## src/rtl/background_fifo.sv

```systemverilog
// Background pixel FIFO between the tile fetcher and the pixel mixer.
// Applies fine-scroll discard, emits one colour index per T-cycle and tracks scanline X.
module background_fifo #(
  parameter int X_MAX = 160,
  parameter int DEPTH = 16
) (
  input  logic                         clk_in,
  input  logic                         rst_n_in,
  input  logic                         tclk_in,
  input  logic                         line_start_in,
  input  logic                         window_start_in,
  input  logic [7:0]                   SCX_in,
  input  logic                         stall_in,
  input  logic                         valid_pixels_in,
  input  logic [7:0][1:0]              pixels_in,
  output logic                         bg_fifo_empty_out,
  output logic [$clog2(DEPTH+1)-1:0]   count_out,
  output logic [1:0]                   pixel_out,
  output logic                         pixel_valid_out,
  output logic [$clog2(X_MAX)-1:0]     X_out,
  output logic                         line_done_out,
  output logic                         overflow_out
);
  localparam int CW = $clog2(DEPTH+1);
  localparam int PW = (DEPTH > 1) ? $clog2(DEPTH) : 1;
  localparam int XW = $clog2(X_MAX);
  localparam logic [CW-1:0] PUSH_MAX = CW'(DEPTH - 8);
  localparam logic [XW-1:0] X_LAST   = XW'(X_MAX - 1);

  logic [1:0]    mem [DEPTH];
  logic [PW-1:0] rd_ptr;
  logic [CW-1:0] count;
  logic [2:0]    discard;
  logic          pop;
  logic          push_ok;
  logic          push_drop;

  logic unused_scx;
  assign unused_scx = ^SCX_in[7:3];

  // Circular index; base + offset never exceeds 2*DEPTH so one subtraction suffices.
  function automatic logic [PW-1:0] slot(input logic [PW-1:0] base, input logic [CW-1:0] off);
    logic [CW+1:0] s;
    s = (CW+2)'(base) + (CW+2)'(off);
    if (s >= (CW+2)'(DEPTH))
      s = s - (CW+2)'(DEPTH);
    return s[PW-1:0];
  endfunction

  always_comb begin
    pop       = 1'b0;
    push_ok   = 1'b0;
    push_drop = 1'b0;
    if (tclk_in && !line_start_in && !window_start_in) begin
      pop       = (count != '0) && !stall_in && !line_done_out;
      push_ok   = valid_pixels_in && (count <= PUSH_MAX);
      push_drop = valid_pixels_in && (count >  PUSH_MAX);
    end
  end

  // New row lands behind the pre-pop tail, so a same-cycle pop cannot disturb it.
  always_ff @(posedge clk_in) begin
    if (push_ok) begin
      for (int i = 0; i < 8; i++)
        mem[slot(rd_ptr, count + CW'(i))] <= pixels_in[i];
    end
  end

  always_ff @(posedge clk_in or negedge rst_n_in) begin
    if (!rst_n_in) begin
      rd_ptr          <= '0;
      count           <= '0;
      discard         <= '0;
      X_out           <= '0;
      pixel_out       <= '0;
      pixel_valid_out <= 1'b0;
      line_done_out   <= 1'b0;
      overflow_out    <= 1'b0;
    end else begin
      pixel_valid_out <= 1'b0;
      if (tclk_in) begin
        if (line_start_in) begin
          rd_ptr        <= '0;
          count         <= '0;
          discard       <= SCX_in[2:0];
          X_out         <= '0;
          line_done_out <= 1'b0;
          overflow_out  <= 1'b0;
        end else if (window_start_in) begin
          rd_ptr  <= '0;
          count   <= '0;
          discard <= '0;
        end else begin
          count <= count - CW'(pop) + (push_ok ? CW'(8) : CW'(0));
          if (push_drop)
            overflow_out <= 1'b1;
          if (pop) begin
            rd_ptr <= slot(rd_ptr, CW'(1));
            if (discard != 3'd0) begin
              discard <= discard - 3'd1;
            end else begin
              pixel_out       <= mem[rd_ptr];
              pixel_valid_out <= 1'b1;
              if (X_out == X_LAST)
                line_done_out <= 1'b1;
              else
                X_out <= X_out + XW'(1);
            end
          end
        end
      end
    end
  end

  assign count_out         = count;
  assign bg_fifo_empty_out = (count == '0);

endmodule

```

## config.mk

```make
export PLATFORM = sky130hd
export DESIGN_NAME = background_fifo
export DESIGN_NICKNAME = d
export VERILOG_FILES = /design/src/rtl/background_fifo.sv
export SDC_FILE = /design/constraint.sdc
export NUM_CORES = 1
export LEC_CHECK = 0
export CORE_UTILIZATION = 53
export CTS_BUF_LIST = sky130_fd_sc_hd__clkbuf_4 sky130_fd_sc_hd__clkbuf_8
export CTS_CLUSTER_DIAMETER = 80
export DETAILED_ROUTE_END_ITERATION = 12
export HOLD_SLACK_MARGIN = 0.1
export PLACE_DENSITY = 0.73
export SLEW_MARGIN = 5
export SYNTH_ARGS = -nofsm -noshare
export SYNTH_HDL_FRONTEND = slang
export SYNTH_SLANG_ARGS = --single-unit
```

## constraint.sdc

```tcl
create_clock -name clk_in -period 4.75 [get_ports clk_in]
set_input_delay 0.95 -clock clk_in [delete_from_list [all_inputs] [get_ports clk_in]]
set_output_delay 0.95 -clock clk_in [all_outputs]
set_load 0.005 [all_outputs]
```

==> reports/summary.txt <==
status: finished clean
Synth Area in Simple Gates: 24.4%
vias in the first global route: 7559
Fin. Hold Viols: 0
power consumption: 0.00132 W
Lkg Pwr: 2.90 nW
Min-Delay Endpoint: pixel_out[0]$_DFFE_PN0P_
Worst Hold Launch: pixel_out[0]$_DFFE_PN0P_
reg-to-reg slack, setup: 0.42 ns
pwr dens: 169 nW/µm²
maximum vdd drop: 0.138 mV
Slew @ Worst Pin: 1.15 ns
Compound-Gate Fraction of Synth Area: 26.2%
initial antenna violation count: 1
cell area after layout: 7810 µm²
Initial DRC Count: 1073
Port Buffers: 44
die width: 116 µm
fillers: 1185
Clock Sinks: 57
post-synthesis register bit count: 57
Post-synth EDFFs: 32
CTS buffer count: 9
CTS tree: done
final wirelength: 29400 µm
PnR worst setup slack: 0.425 ns
normalized max-slew margin: 23.0%
clk buf depth: 2
Setup Fix Bufs, Post-CTS: 0
initial core utilization: 54.6%
fin crit share: 91.1%
IO Count: 50
post-cts resize count: 0
RSZ-0062 raised after global routing: false
HPWL reported at the end of detailed placement: 21000 µm
Final ANT Viol Nets: 0
largest family of logic cells by synthesized area: compound AO/OA/AOI/OAI gates
routed vias: 8041
Crit path largest cell delay: 0.89 ns
max_cap viols: 0
Pins Over Slew Limit: 0
core area: 12700 µm²
FFs w/ async S/R, synth: 43.9%
Synth Instances: 888
largest net degree at the start of global routing: 26
Startpoint Class: flop
fmax: 0.231 GHz
global route overflow: 0
cts hold-fix bufs: 0
WL per Instance: 26.6 µm
share of cells above drive strength 1: 8.25%
Synth Area in Adders: 7.20%
row count: 41
reg2reg end: mem[15][1]$_DFFE_PP_
multiplexer share of the synthesized area: 7.40%
gp weighted congestion: 1.10
Clock Skew: 0.0179 ns
DR vias/cell: 7.28
overall routing resource usage: 44.4%
Hold Worst Slack: 0.486 ns
yosys warns: 0
clk_lat worst skew: 0.38 ns
syn_nets: 956
register area share after synthesis: 22.8%
Worst Hold Class: flop to flop
Final setup violation count: 0
cells along the critical path: inv_1, ha_1, ha_1, a21o_2, a21oi_1, xnor2_2, nand3_1, mux2i_1, a2111oi_0, a2111oi_0, a21oi_1
antenna cells: 0
Critical Path Slowest Stage Cell: xnor2_2
worst endpoint required time: 4.94 ns
data arrival time of the critical path: 4.52 ns
Placement Setup Slack: 0.615 ns
RR Startpoint: count_out[1]$_DFFE_PN0P_
dominant synthesized flop cell: edfxtp_1
area grow syn2layout: 12.5%
CTS Root Cell: clkbuf_8
hold path cells: 2
Fin Setup TNS: 0 ns
Critical Path Fanout Max: 16
syn avg cell area: 7.82 µm²
Worst-path clk slew: 0.08 ns
Distinct cells, synth: 82
first-pass GRT wire length: 43500 µm
Die Y: 116 µm
DIE AREA: 13600 µm²
Crit. End Element: flop
Tmin final: 4.33 ns
XOR/XNOR Fraction of Synth Area: 7.01%
kind of critical path: flop to flop
DRT Pass-1 Iters: 9
R2R cell count: 11
placed cell area: 7620 µm²
DRC: 0
H-tree depth: 3
Mapped Area: 6950 µm²
final net count: 996
==> power breakdown <==
part	total [W]	switching [W]	internal (W)
registers	0.000546	0.00000825	0.000538
clock network	0.000483	0.000232	0.000250
logic	0.000290	0.000190	0.000100
total	0.00132	0.000431	0.000889
==> per-stage QoR <==
stage | util (%) | cells
global placement | 59.9 | 1089
global route | 61.4 | 1105
finish | 61.4 | 1105
CTS | 61.4 | 1105
floorplan | - | 888
detailed placement | 59.9 | 1089
==> cell usage in the layout (no fill, tap or decap), drive strengths merged, types with 17 or more instances in the layout <==
master / synthesis / layout
mux2i: 27 / 27
nor2: 93 / 93
xor2: 24 / 24
o22ai: 17 / 17
clkdlybuf4s50: 0 / 44
nand3: 56 / 56
nand2: 116 / 116
a21oi: 68 / 68
inv: 27 / 30
o211ai: 21 / 21
edfxtp: 32 / 32
o21ai: 44 / 44
dfrtp: 25 / 25
xnor2: 26 / 26
buf: 9 / 34
ha: 32 / 32
nor3: 39 / 39
==> how the worst max path moves through the flow <==
stage	end	slack [ns]	cells after the start	startpoint
after floorplan	mem[8][0]$_DFFE_PP_	1.17	12	count_out[1]$_DFFE_PN0P_
after global placement	mem[10][0]$_DFFE_PP_	0.71	11	count_out[1]$_DFFE_PN0P_
after detailed placement	mem[15][1]$_DFFE_PP_	0.62	11	count_out[1]$_DFFE_PN0P_
after CTS	mem[15][1]$_DFFE_PP_	0.57	11	count_out[1]$_DFFE_PN0P_
after global routing	mem[15][1]$_DFFE_PP_	0.24	11	count_out[1]$_DFFE_PN0P_
final	mem[15][1]$_DFFE_PP_	0.42	11	count_out[1]$_DFFE_PN0P_
==> logic make-up after synthesis <==
| kind of cell | after synthesis |
|---|---|
| buffers and inverters | 77 |
| flip-flops | 57 |
| AND/OR/NAND/NOR | 360 |
| AO/OA/AOI/OAI | 269 |
| XOR/XNOR | 50 |
| multiplexers | 38 |
| adder cells (fa/ha/maj) | 37 |
==> registers in the layout, indices dropped and copies added (netlist names) <==
name	count
discard	3
overflow_out	1
line_done_out	1
pixel_out	2
count_out	5
rd_ptr	4
mem	32
X_out	8
pixel_valid_out	1
==> metal layers <==
metal | vias up | GRT usage (%) | share of wire [%]
met3 | 211 | 14.4 | 14
met2 | 671 | 65.0 | 41
met5 | - | 0 | 0.044
met4 | 2 | 30.9 | 8.0
met1 | 3719 | 55.2 | 37
li1 | 3438 | - | -
==> cell usage after synthesis (all sizes together) (3+ instances only) <==
cell	instances	area share, %
a31oi	11	0.99
buf	9	0.86
nand3	56	4.1
clkbuf	40	2.6
o31ai	4	0.43
o22ai	17	1.5
a2111oi	4	0.59
a22oi	8	0.86
o21ai	44	3.2
o2111ai	7	0.88
o221ai	9	1.1
o31a	3	0.38
mux4	10	3.4
nor3b	3	0.32
a21o	5	0.56
a32oi	11	1.4
o211ai	21	2.3
a2bb2oi	4	0.50
nand3b	7	0.76
o22a	4	0.50
nand2b	4	0.36
fa	5	1.4
inv	27	1.5
nor3	39	3.4
o311a	5	0.72
xnor2	26	3.8
or3	5	0.45
nor4	3	0.27
a21oi	68	4.9
xor2	24	3.2
nand2	116	6.3
edfxtp	32	14
mux2i	27	3.9
a32o	4	0.58
and3b	3	0.38
a21boi	3	0.32
a211oi	16	1.7
and2	5	0.45
a221oi	4	0.50
and3	9	0.81
nand4	7	0.63
nor2	93	5.0
ha	32	5.8
dfrtp	25	9.0
==> layout make-up <==
cell class                 instances  area (µm²)  area share (%)
inverter                          28         105            1.35
timing repair buffer              78         696            8.90
clock inverter                     6        65.1           0.833
tap                              172         215            2.75
sequential                        57        1590            20.3
clock buffer                      10         131            1.68
multi-input combinational        754        5010            64.2
==> critical path: cells and delay by family (launching register included) <==
| family | cells | cell delay [ns] |
|---|---|---|
| AND/OR/NAND/NOR | 1 | 0.35 |
| multiplexers | 1 | 0.19 |
| flip-flops | 1 | 0.58 |
| buffers and inverters | 1 | 0.28 |
| XOR/XNOR | 1 | 0.89 |
| adder cells (fa/ha/maj) | 2 | 0.75 |
| AO/OA/AOI/OAI | 5 | 1.08 |
(Power assumes the default switching activity.)
